`src/rtl/fetch_unit.sv`:
```
// Instruction fetch and next-PC logic: owns PC, IR and a return-address stack,
// and applies IF/ID/EX strobes from the stage controller with IF > ID > EX priority.
module fetch_unit #(
    parameter int              PC_W      = 16,
    parameter logic [PC_W-1:0] RESET_PC  = '0,
    parameter int              RAS_DEPTH = 8
) (
    input  logic            clk,
    input  logic            rst,
    input  logic            enable_IF,
    input  logic            enable_ID,
    input  logic            enable_EX,
    input  logic            branch_taken,
    output logic [PC_W-1:0] imem_addr,
    input  logic [15:0]     imem_rdata,
    output logic [15:0]     ir,
    output logic [3:0]      opcode,
    output logic [PC_W-1:0] pc,
    output logic            ras_overflow,
    output logic            ras_underflow,
    output logic [15:0]     instr_count
);

    localparam int IDX_W = $clog2(RAS_DEPTH);
    localparam int PTR_W = IDX_W + 1;
    localparam logic [PTR_W-1:0] RAS_FULL = PTR_W'(RAS_DEPTH);

    logic [PC_W-1:0]  pc_reg;
    logic [15:0]      ir_reg;
    logic [15:0]      instr_count_reg;
    logic [PTR_W-1:0] ras_ptr_reg;
    logic             ras_overflow_reg;
    logic             ras_underflow_reg;
    logic [PC_W-1:0]  ras_mem [RAS_DEPTH];

    logic [PC_W-1:0]  jump_target;
    logic [PC_W-1:0]  branch_target;
    logic [PC_W-1:0]  ret_addr;
    logic [IDX_W-1:0] push_idx;
    logic [IDX_W-1:0] pop_idx;
    logic             is_jmp;
    logic             is_call;
    logic             is_ret;
    logic             is_branch;
    logic             ras_full;
    logic             ras_empty;
    logic             push_en;

    // JMP/CALL keep the upper PC bits (post-increment) and replace the low 12.
    generate
        if (PC_W > 12) begin : g_jump_page
            assign jump_target = {pc_reg[PC_W-1:12], ir_reg[11:0]};
        end else begin : g_jump_full
            assign jump_target = ir_reg[PC_W-1:0];
        end
    endgenerate

    always_comb begin
        is_jmp        = (ir_reg[15:12] == 4'hC);
        is_call       = (ir_reg[15:12] == 4'hD);
        is_ret        = (ir_reg[15:12] == 4'hE);
        is_branch     = (ir_reg[15:14] == 2'b10);
        ras_full      = (ras_ptr_reg == RAS_FULL);
        ras_empty     = (ras_ptr_reg == '0);
        push_idx      = ras_ptr_reg[IDX_W-1:0];
        pop_idx       = push_idx - 1'b1;
        ret_addr      = ras_mem[pop_idx];
        branch_target = pc_reg + {{(PC_W-8){ir_reg[7]}}, ir_reg[7:0]};
        push_en       = enable_ID && !enable_IF && is_call && !ras_full && !rst;
    end

    // Stack storage carries no reset; only the pointer defines validity.
    always_ff @(posedge clk) begin
        if (push_en) begin
            ras_mem[push_idx] <= pc_reg;
        end
    end

    always_ff @(posedge clk) begin
        if (rst) begin
            pc_reg            <= RESET_PC;
            ir_reg            <= '0;
            instr_count_reg   <= '0;
            ras_ptr_reg       <= '0;
            ras_overflow_reg  <= 1'b0;
            ras_underflow_reg <= 1'b0;
        end else if (enable_IF) begin
            ir_reg          <= imem_rdata;
            pc_reg          <= pc_reg + 1'b1;
            instr_count_reg <= instr_count_reg + 16'd1;
        end else if (enable_ID) begin
            if (is_jmp) begin
                pc_reg <= jump_target;
            end else if (is_call) begin
                pc_reg <= jump_target;
                if (ras_full) begin
                    ras_overflow_reg <= 1'b1;
                end else begin
                    ras_ptr_reg <= ras_ptr_reg + 1'b1;
                end
            end else if (is_ret) begin
                if (ras_empty) begin
                    ras_underflow_reg <= 1'b1;
                end else begin
                    pc_reg      <= ret_addr;
                    ras_ptr_reg <= ras_ptr_reg - 1'b1;
                end
            end
        end else if (enable_EX && is_branch && branch_taken) begin
            pc_reg <= branch_target;
        end
    end

    assign imem_addr     = pc_reg;
    assign pc            = pc_reg;
    assign ir            = ir_reg;
    assign opcode        = ir_reg[15:12];
    assign ras_overflow  = ras_overflow_reg;
    assign ras_underflow = ras_underflow_reg;
    assign instr_count   = instr_count_reg;

endmodule

```
`config.mk`:
```
export PLATFORM = sky130hd
export DESIGN_NAME = fetch_unit
export DESIGN_NICKNAME = d
export VERILOG_FILES = /design/src/rtl/fetch_unit.sv
export SDC_FILE = /design/constraint.sdc
export NUM_CORES = 1
export LEC_CHECK = 0
export ABC_AREA = 1
export BUFFER_PORTS_ARGS = -buffer_cell sky130_fd_sc_hd__buf_4
export CORE_MARGIN = 3
export CORE_UTILIZATION = 35
export CTS_CLUSTER_DIAMETER = 120
export CTS_CLUSTER_SIZE = 10
export DETAILED_ROUTE_END_ITERATION = 10
export GPL_TIMING_DRIVEN = 0
export PLACE_DENSITY_LB_ADDON = 0.3
export SYNTH_ARGS = -nofsm -noshare
export SYNTH_HDL_FRONTEND = slang
export SYNTH_SLANG_ARGS = --single-unit
```
`constraint.sdc`:
```
create_clock -name clk -period 7.4 [get_ports clk]
set_input_delay 1.48 -clock clk [delete_from_list [all_inputs] [get_ports clk]]
set_output_delay 1.48 -clock clk [all_outputs]
set_load 0.02 [all_outputs]
```
==> qor.yml, run 1 <==
timing:
  drv_slew: 0
  fmax_mhz: 306.2
  fin_crit_sh_pct: 44.13
  layout_min_cycle_time_ns: 3.266
  worst_pin_slew_ns: 0.9630
  fin_worst_skew_ns: 0.01218
  rsz0062_at_grt: "no"
  hold_viol: 0
  tns_ns: 0
  setup_viol: 0
  max_slew_margin_pct: 35.45
detailed_routing:
  drtPass1Iterations: 7
  drt_iter0_markers: 712
  routed_via_density: 5.118
  wl_per_cell_um: 17.84
  wirelength_um: 26590
  vias: 7631
  ant_nets: 0
  drcViolationCount: 0
power:
  clkPwrFrac_pct: 40.1
  p_sw_mw: 0.6035
  p_seq_share_pct: 49.6
  p_int_mw: 1.754
  p_comb_share_pct: 10.3
  swShare_pct: 25.60
  power_density_mw_per_mm2: 215.4
  p_leak_nw: 4.484
  worst_ir_drop_vdd_mv: 0.1495
  total_power_mw: 2.357
floorplan:
  io_pins: 92
  initial_utilization_pct: 35.84
  die_width_um: 167.0
  rows: 58
  core_area_mm2: 0.02533
  die_h_um: 167.0
  die_area_mm2: 0.02790
yosys:
  ys.warnings.count: 0
  synth-seq-area-share_pct: 54.25
  synth-edff-count: 128
  syn-instance-count: 1029
  synth_cell_type_count: 42
  synth_xor_area_share_pct: 1.061
  synth_top_family_by_area: "simple AND/OR/NAND/NOR gates"
  synthArstFlopShare_pct: 0
  synth_fa_ha_area_share_pct: 3.198
  netlist_area_mm2: 0.009077
  synth_compound_area_share_pct: 10.88
  ys_ff_latch: 182
  syn-num-nets: 1073
  syn_avg_cell_area_um2: 8.822
  synth-simple-area-share_pct: 22.78
  muxShareOfSynthArea_pct: 0
  yosys_most_used_dff: "edfxtp_1"
min_path:
  whs_path_depth: 2
  hp-class: "reg2reg"
cts:
  cts_inserted_buffers: 17
  clkLatencyLatePin_ns: 0.43
  cts_tree: "done"
  ctsResizeCount: 0
  cts-hold-fix-buffers: 0
  cts.path.max_buffers: 2
  clkSinkCount: 182
  cts_root_buf: "clkbuf_16"
  cts_max_level: 4
  clk_pin_slew_ns: 0.07
  cts_setup_buffers: 0
global_route:
  overflow: 0
  antenna_found_initial: 0
  grt_max_degree: 17
  grt_pass1_vias: 7449
  grt_pass1_wl_um: 41930
  grt.total_usage_pct: 19.19
critical_path:
  crit_fanout: 9
  worstSetupEndpointType: "flop"
  required_ns: 7.54
  cp-startpoint: "enable_IF"
  r2r_end: "ras_mem[3][14]$_DFFE_PP_"
  worst-setup-path-type: "in2reg"
  reg2reg_setup_slack_ns: 4.24
  cp-start-kind: "input port"
  worstPathArrival_ns: 3.40
  worstSetupEndpoint: "ras_mem[3][14]$_DFFE_PP_"
  r2r_start: "ras_ptr_reg[0]$_SDFFE_PP0P_"
  reg2regPathDepth: 10
finish:
  regMostFlops: "ras_mem"
  multiInputGateArea_mm2: 0.003482
  area_delta_synth_final_pct: 20.55
  final_layout_size_suffix_gt1_share_pct: 18.17
  final_common_cell: "nand2_1"
  seqCellArea_mm2: 0.004925
  largest_register_ffs: 128
  n_fill_cell: 2487
  antennaDiodeCount: 0
  nNetsFinal: 1192
  final_cell_mix: "194 x nand2_1, 141 x nor2_1, 128 x edfxtp_1"
run:
  max_cap_viol_count: 0
place:
  place_hpwl_um: 19140
  portBuffers: 91
  place.gp.congestion: 0.8790
outcome:
  status: "finished clean"
-- worst max-delay path: stages --
cell and delay, ns:
buf_4 0.14, inv_2 0.07, nand2_2 0.13, nor2_2 0.18, inv_2 0.06, nor3_2 0.15, nand2_1 0.18, nor3_2 0.76
buf_8 0.25
-- metal layers --
metal,share of wire [%],track usage [%]
met5,0,0
met4,1.5,5.560
met3,6.6,3.869
met2,48,31.60
met1,44,25.75
-- logic make-up after synthesis --
| logic type | after synthesis |
|---|---|
| and+or+nand+nor | 478 |
| buffers and inverters | 153 |
| xor gates and xnor gates | 11 |
| DFF | 182 |
| AOI/OAI and AO/OA | 183 |
| adders and majority gates | 22 |
-- worst min path at each step --
stage	startpoint	end	slack, ns
after global placement	ras_underflow$_SDFFE_PP0P_	ras_underflow$_SDFFE_PP0P_	0.46
final	ras_underflow$_SDFFE_PP0P_	ras_underflow$_SDFFE_PP0P_	0.48
after floorplan	ras_ptr_reg[3]$_SDFFE_PP0P_	ras_ptr_reg[3]$_SDFFE_PP0P_	0.48
after global routing	ras_overflow$_SDFFE_PP0P_	ras_overflow$_SDFFE_PP0P_	0.52
after detailed placement	ras_underflow$_SDFFE_PP0P_	ras_underflow$_SDFFE_PP0P_	0.46
after CTS	instr_count[15]$_SDFFE_PP0P_	instr_count[15]$_SDFFE_PP0P_	0.48
-- synthesized netlist by cell type (7+ instances only) --
master / number / area [µm²]
o22ai_1: 8 / 50.05
clkbuf_1: 15 / 56.30
nand3_1: 88 / 440.4
o21ai_0: 88 / 440.4
ha_1: 20 / 250.2
dfxtp_1: 54 / 1081
nor3_1: 19 / 95.09
nand4_1: 10 / 62.56
buf_4: 25 / 187.7
buf_2: 14 / 70.07
a21oi_1: 54 / 270.3
o211ai_1: 18 / 135.1
inv_1: 86 / 322.8
o21ai_1: 8 / 40.04
edfxtp_1: 128 / 3844
nor2_1: 141 / 529.3
inv_2: 7 / 26.28
xor2_1: 8 / 70.07
nand2_1: 194 / 728.2
-- power groups by stage --
stage | combinational, mW | clock, mW | sequential [mW]
after floorplan | 0.138 | 0 | 1.19
after global placement | 0.241 | 0 | 1.19
after detailed placement | 0.244 | 0 | 1.19
after CTS | 0.244 | 0.954 | 1.17
after global routing | 0.270 | 0.993 | 1.17
final | 0.244 | 0.945 | 1.17
-- metrics by stage --
stage | hold WS (ns) | util [%] | worst slack (ns) | std cells | instance area, µm²
3_5_place_dp | 0.4649 | 40.76 | 3.641 | 1459 | 10320
2_1_floorplan | 0.4764 | - | 3.802 | 1029 | 9077
5_1_grt | 0.5180 | 43.21 | 4.037 | 1491 | 10940
4_1_cts | 0.4788 | 43.21 | 4.104 | 1491 | 10940
6_report | 0.4786 | 43.21 | 4.134 | 1491 | 10940
3_3_place_gp | 0.4566 | 40.17 | 2.368 | 1450 | 10170
-- layout make-up --
cell class	instances	share of cell area, %
timing repair buffer	100	7.238
tap	330	3.773
inverter	95	3.281
sequential	182	45.00
multi-input combinational	694	31.82
clock buffer	21	4.699
clock inverter	11	0.9719
buffer	58	3.213
(Power assumes the default switching activity.)
==> run 2: changes to the inputs <==
==> constraint.sdc (replaced) <==
create_clock -name clk -period 2.7 [get_ports clk]
set_input_delay 0.54 -clock clk [delete_from_list [all_inputs] [get_ports clk]]
set_output_delay 0.54 -clock clk [all_outputs]
set_load 0.02 [all_outputs]
==> run 2 against run 1 <==
  * Sequential power rose to 2.7 times the previous value
  * Via count up 1.7%
  * Utilization increased by 0.91 points
  * Sequential share of layout area shrank 0.88 points
  * Register-to-register slack got worse by 4.1 ns
  * Highest routed layer unchanged
  * Critical endpoint is now imem_addr[4]$_SDFFE_PP0P_
  * Clock skew shrank 0.0012 ns
  * First-iteration DRC count rose by 3.1%
  * Critical path type is now reg2reg
  * Flip-flop and latch count did not move
  * Non-clock buffer count rose by 13
==> qor.yml, run 2 (synthesis gave the netlist of run 1 again) <==
place:
  portBuffers: 91  # unchanged
  place_hpwl_um: 19140  # unchanged
  place.gp.congestion: 0.8790  # unchanged
timing:
  max_slew_margin_pct: 48.80  # +13 points
  setup_viol: 0  # unchanged
  fin_crit_sh_pct: 93.73
  layout_min_cycle_time_ns: 2.531
  fin_worst_skew_ns: 0.01102  # -0.001164 ns
  worst_pin_slew_ns: 0.7679  # -0.1950 ns
  fmax_mhz: 395.1
  drv_slew: 0  # unchanged
  hold_viol: 0  # unchanged
floorplan:
  die_h_um: 167.0  # unchanged
  rows: 58  # unchanged
  die_width_um: 167.0  # unchanged
  core_area_mm2: 0.02533  # unchanged
  initial_utilization_pct: 35.84  # unchanged
  die_area_mm2: 0.02790  # unchanged
  io_pins: 92  # unchanged
critical_path:
  slowest_delay_ns: 0.54  # -0.22 ns
  worst-setup-path-type: "reg2reg"
  r2r_end: "imem_addr[4]$_SDFFE_PP0P_"
  worstSetupEndpoint: "imem_addr[4]$_SDFFE_PP0P_"
  required_ns: 3.05  # -4.49 ns
  crit_path_top_delay_cell: "dfxtp_2"
  worstSetupEndpointType: "flop"
  worstPathArrival_ns: 2.88  # -0.52 ns
  cp-startpoint: "ras_ptr_reg[1]$_SDFFE_PP0P_"
  cp-start-kind: "flop"
  path_common_cell: "nand3_1"
  path_cells: "clkinvlp_4, ha_1, buf_2, clkbuf_4, o21ai_0, o211ai_1, nand3_1, nand3_1, nand2_1, a21oi_1"
  reg2regPathDepth: 10  # unchanged
  crit_fanout: 10  # +1
  reg2reg_setup_slack_ns: 0.17  # -4.07 ns
  r2r_start: "ras_ptr_reg[1]$_SDFFE_PP0P_"
cts:
  cts-hold-fix-buffers: 0  # unchanged
  cts_tree: "done"
  clk_pin_slew_ns: 0.07  # about the same
  cts_inserted_buffers: 17  # unchanged
  cts_max_level: 4  # unchanged
  clkLatencyLatePin_ns: 0.43  # about the same
  cts.path.max_buffers: 2  # unchanged
  clkSinkCount: 182  # unchanged
  cts_root_buf: "clkbuf_16"
finish:
  regMostFlops: "ras_mem"
  final_common_cell: "nand2_1"
  n_fill_cell: 2451  # -1.4%
  final_layout_size_suffix_gt1_share_pct: 19.68  # +1.5 points
  largest_register_ffs: 128  # unchanged
  final_cell_mix: "192 x nand2_1, 141 x nor2_1, 128 x edfxtp_1"
  nNetsFinal: 1205  # +1.1%
  antennaDiodeCount: 0  # unchanged
  area_delta_synth_final_pct: 23.09
  utilization_pct: 44.12  # +0.91 points
global_route:
  overflow: 0  # unchanged
  grt_pass1_vias: 7483  # +0.46%
  grt.total_usage_pct: 19.34  # +0.16 points
  grt_max_degree: 17  # unchanged
  grt_pass1_wl_um: 42230  # +0.72%
  antenna_found_initial: 0  # unchanged
detailed_routing:
  vias: 7758  # +1.7%
  routed_via_density: 5.158  # +0.79%
  drt_iter0_markers: 734  # +3.1%
  drcViolationCount: 0  # unchanged
  wl_per_cell_um: 17.99  # +0.87%
  ant_nets: 0  # unchanged
  wirelength_um: 27060  # +1.7%
  drtPass1Iterations: 5  # -2
power:
  power_density_mw_per_mm2: 578.2  # +170%
  worst_ir_drop_vdd_mv: 0.4118  # +180%
  total_power_mw: 6.460  # +170%
  p_leak_nw: 4.599  # +2.6%
min_path:
  hp-class: "in2reg"
  worstHoldStart: "imem_rdata[8]"
run:
  max_cap_viol_count: 0  # unchanged
outcome:
  status: "finished clean"
==> run 2: cell count changes in the layout (fill, tap and decap cells not counted), sizes merged <==
cell / delta
buf: +11
clkbuf: +2
clkinvlp: +1
inv: -1
==> run 2: area by class of cell <==
class / instances / area, µm² / area share [%]
tap: 330 / 412.9 / 3.695
buffer: 57 / 357.8 / 3.203
clock buffer: 21 / 514.2 / 4.602
multi-input combinational: 694 / 3542 / 31.70
clock inverter: 11 / 106.4 / 0.9518
timing repair buffer: 114 / 947.2 / 8.477
sequential: 182 / 4930 / 44.12
inverter: 95 / 362.8 / 3.247
==> run 2: power breakdown <==
group / internal (mW) / total [mW] / switching, mW / leakage (nW)
Combinational: 0.274 / 0.668 / 0.394 / 2.66
Clock: 1.48 / 2.59 / 1.11 / 0.319
Sequential: 3.05 / 3.20 / 0.148 / 1.62
==> run 2: what timing repair did <==
item	in CTS	in global routing
setup endpoints to repair	143	21
pin swaps	6	0
setup buffers	10	4
gates cloned	0	0
endpoints found under the hold margin	0	0
gates resized for setup	16	5
==> run 2: worst min path at each step <==
stage / endpoint / slack [ns] / cells after the start
after global routing: ir[10]$_SDFFE_PP0P_ / 0.32 / 3
final: ir[8]$_SDFFE_PP0P_ / 0.32 / 3
after global placement: ras_underflow$_SDFFE_PP0P_ / 0.46 / 2
after detailed placement: ras_underflow$_SDFFE_PP0P_ / 0.46 / 2
after floorplan: ras_ptr_reg[3]$_SDFFE_PP0P_ / 0.48 / 2
after CTS: ir[12]$_SDFFE_PP0P_ / 0.31 / 3
==> run 2: worst max-delay path, delay by kind of cell (launching register included) <==
kind	cells	cell delay, ns
buffers and inverters	3	0.70
AOI/OAI and AO/OA	3	0.48
DFF	1	0.54
adders and majority gates	1	0.36
and+or+nand+nor	3	0.38
==> run 2: metal layers <==
layer | GRT usage (%) | routed length [µm]
met2 | 32.18 | 13080
met4 | 5.488 | 426
met5 | 0 | 0
met1 | 25.75 | 11490
met3 | 3.869 | 2070
==> run 2: stage by stage <==
step                      setup TNS (ns)  cells  setup slack, ns  hold slack, ns  area, µm²
after floorplan                   -35.85   1029          -0.2801          0.4764       9077
after global placement           -210.44   1450           -1.769          0.4566      10170
after detailed placement          -42.17   1459          -0.4981          0.4649      10320
after CTS                              0   1501          0.05791          0.3090      11130
after global routing            -0.01856   1504         -0.01856          0.3226      11170
final                                  0   1504           0.1693          0.3238      11170
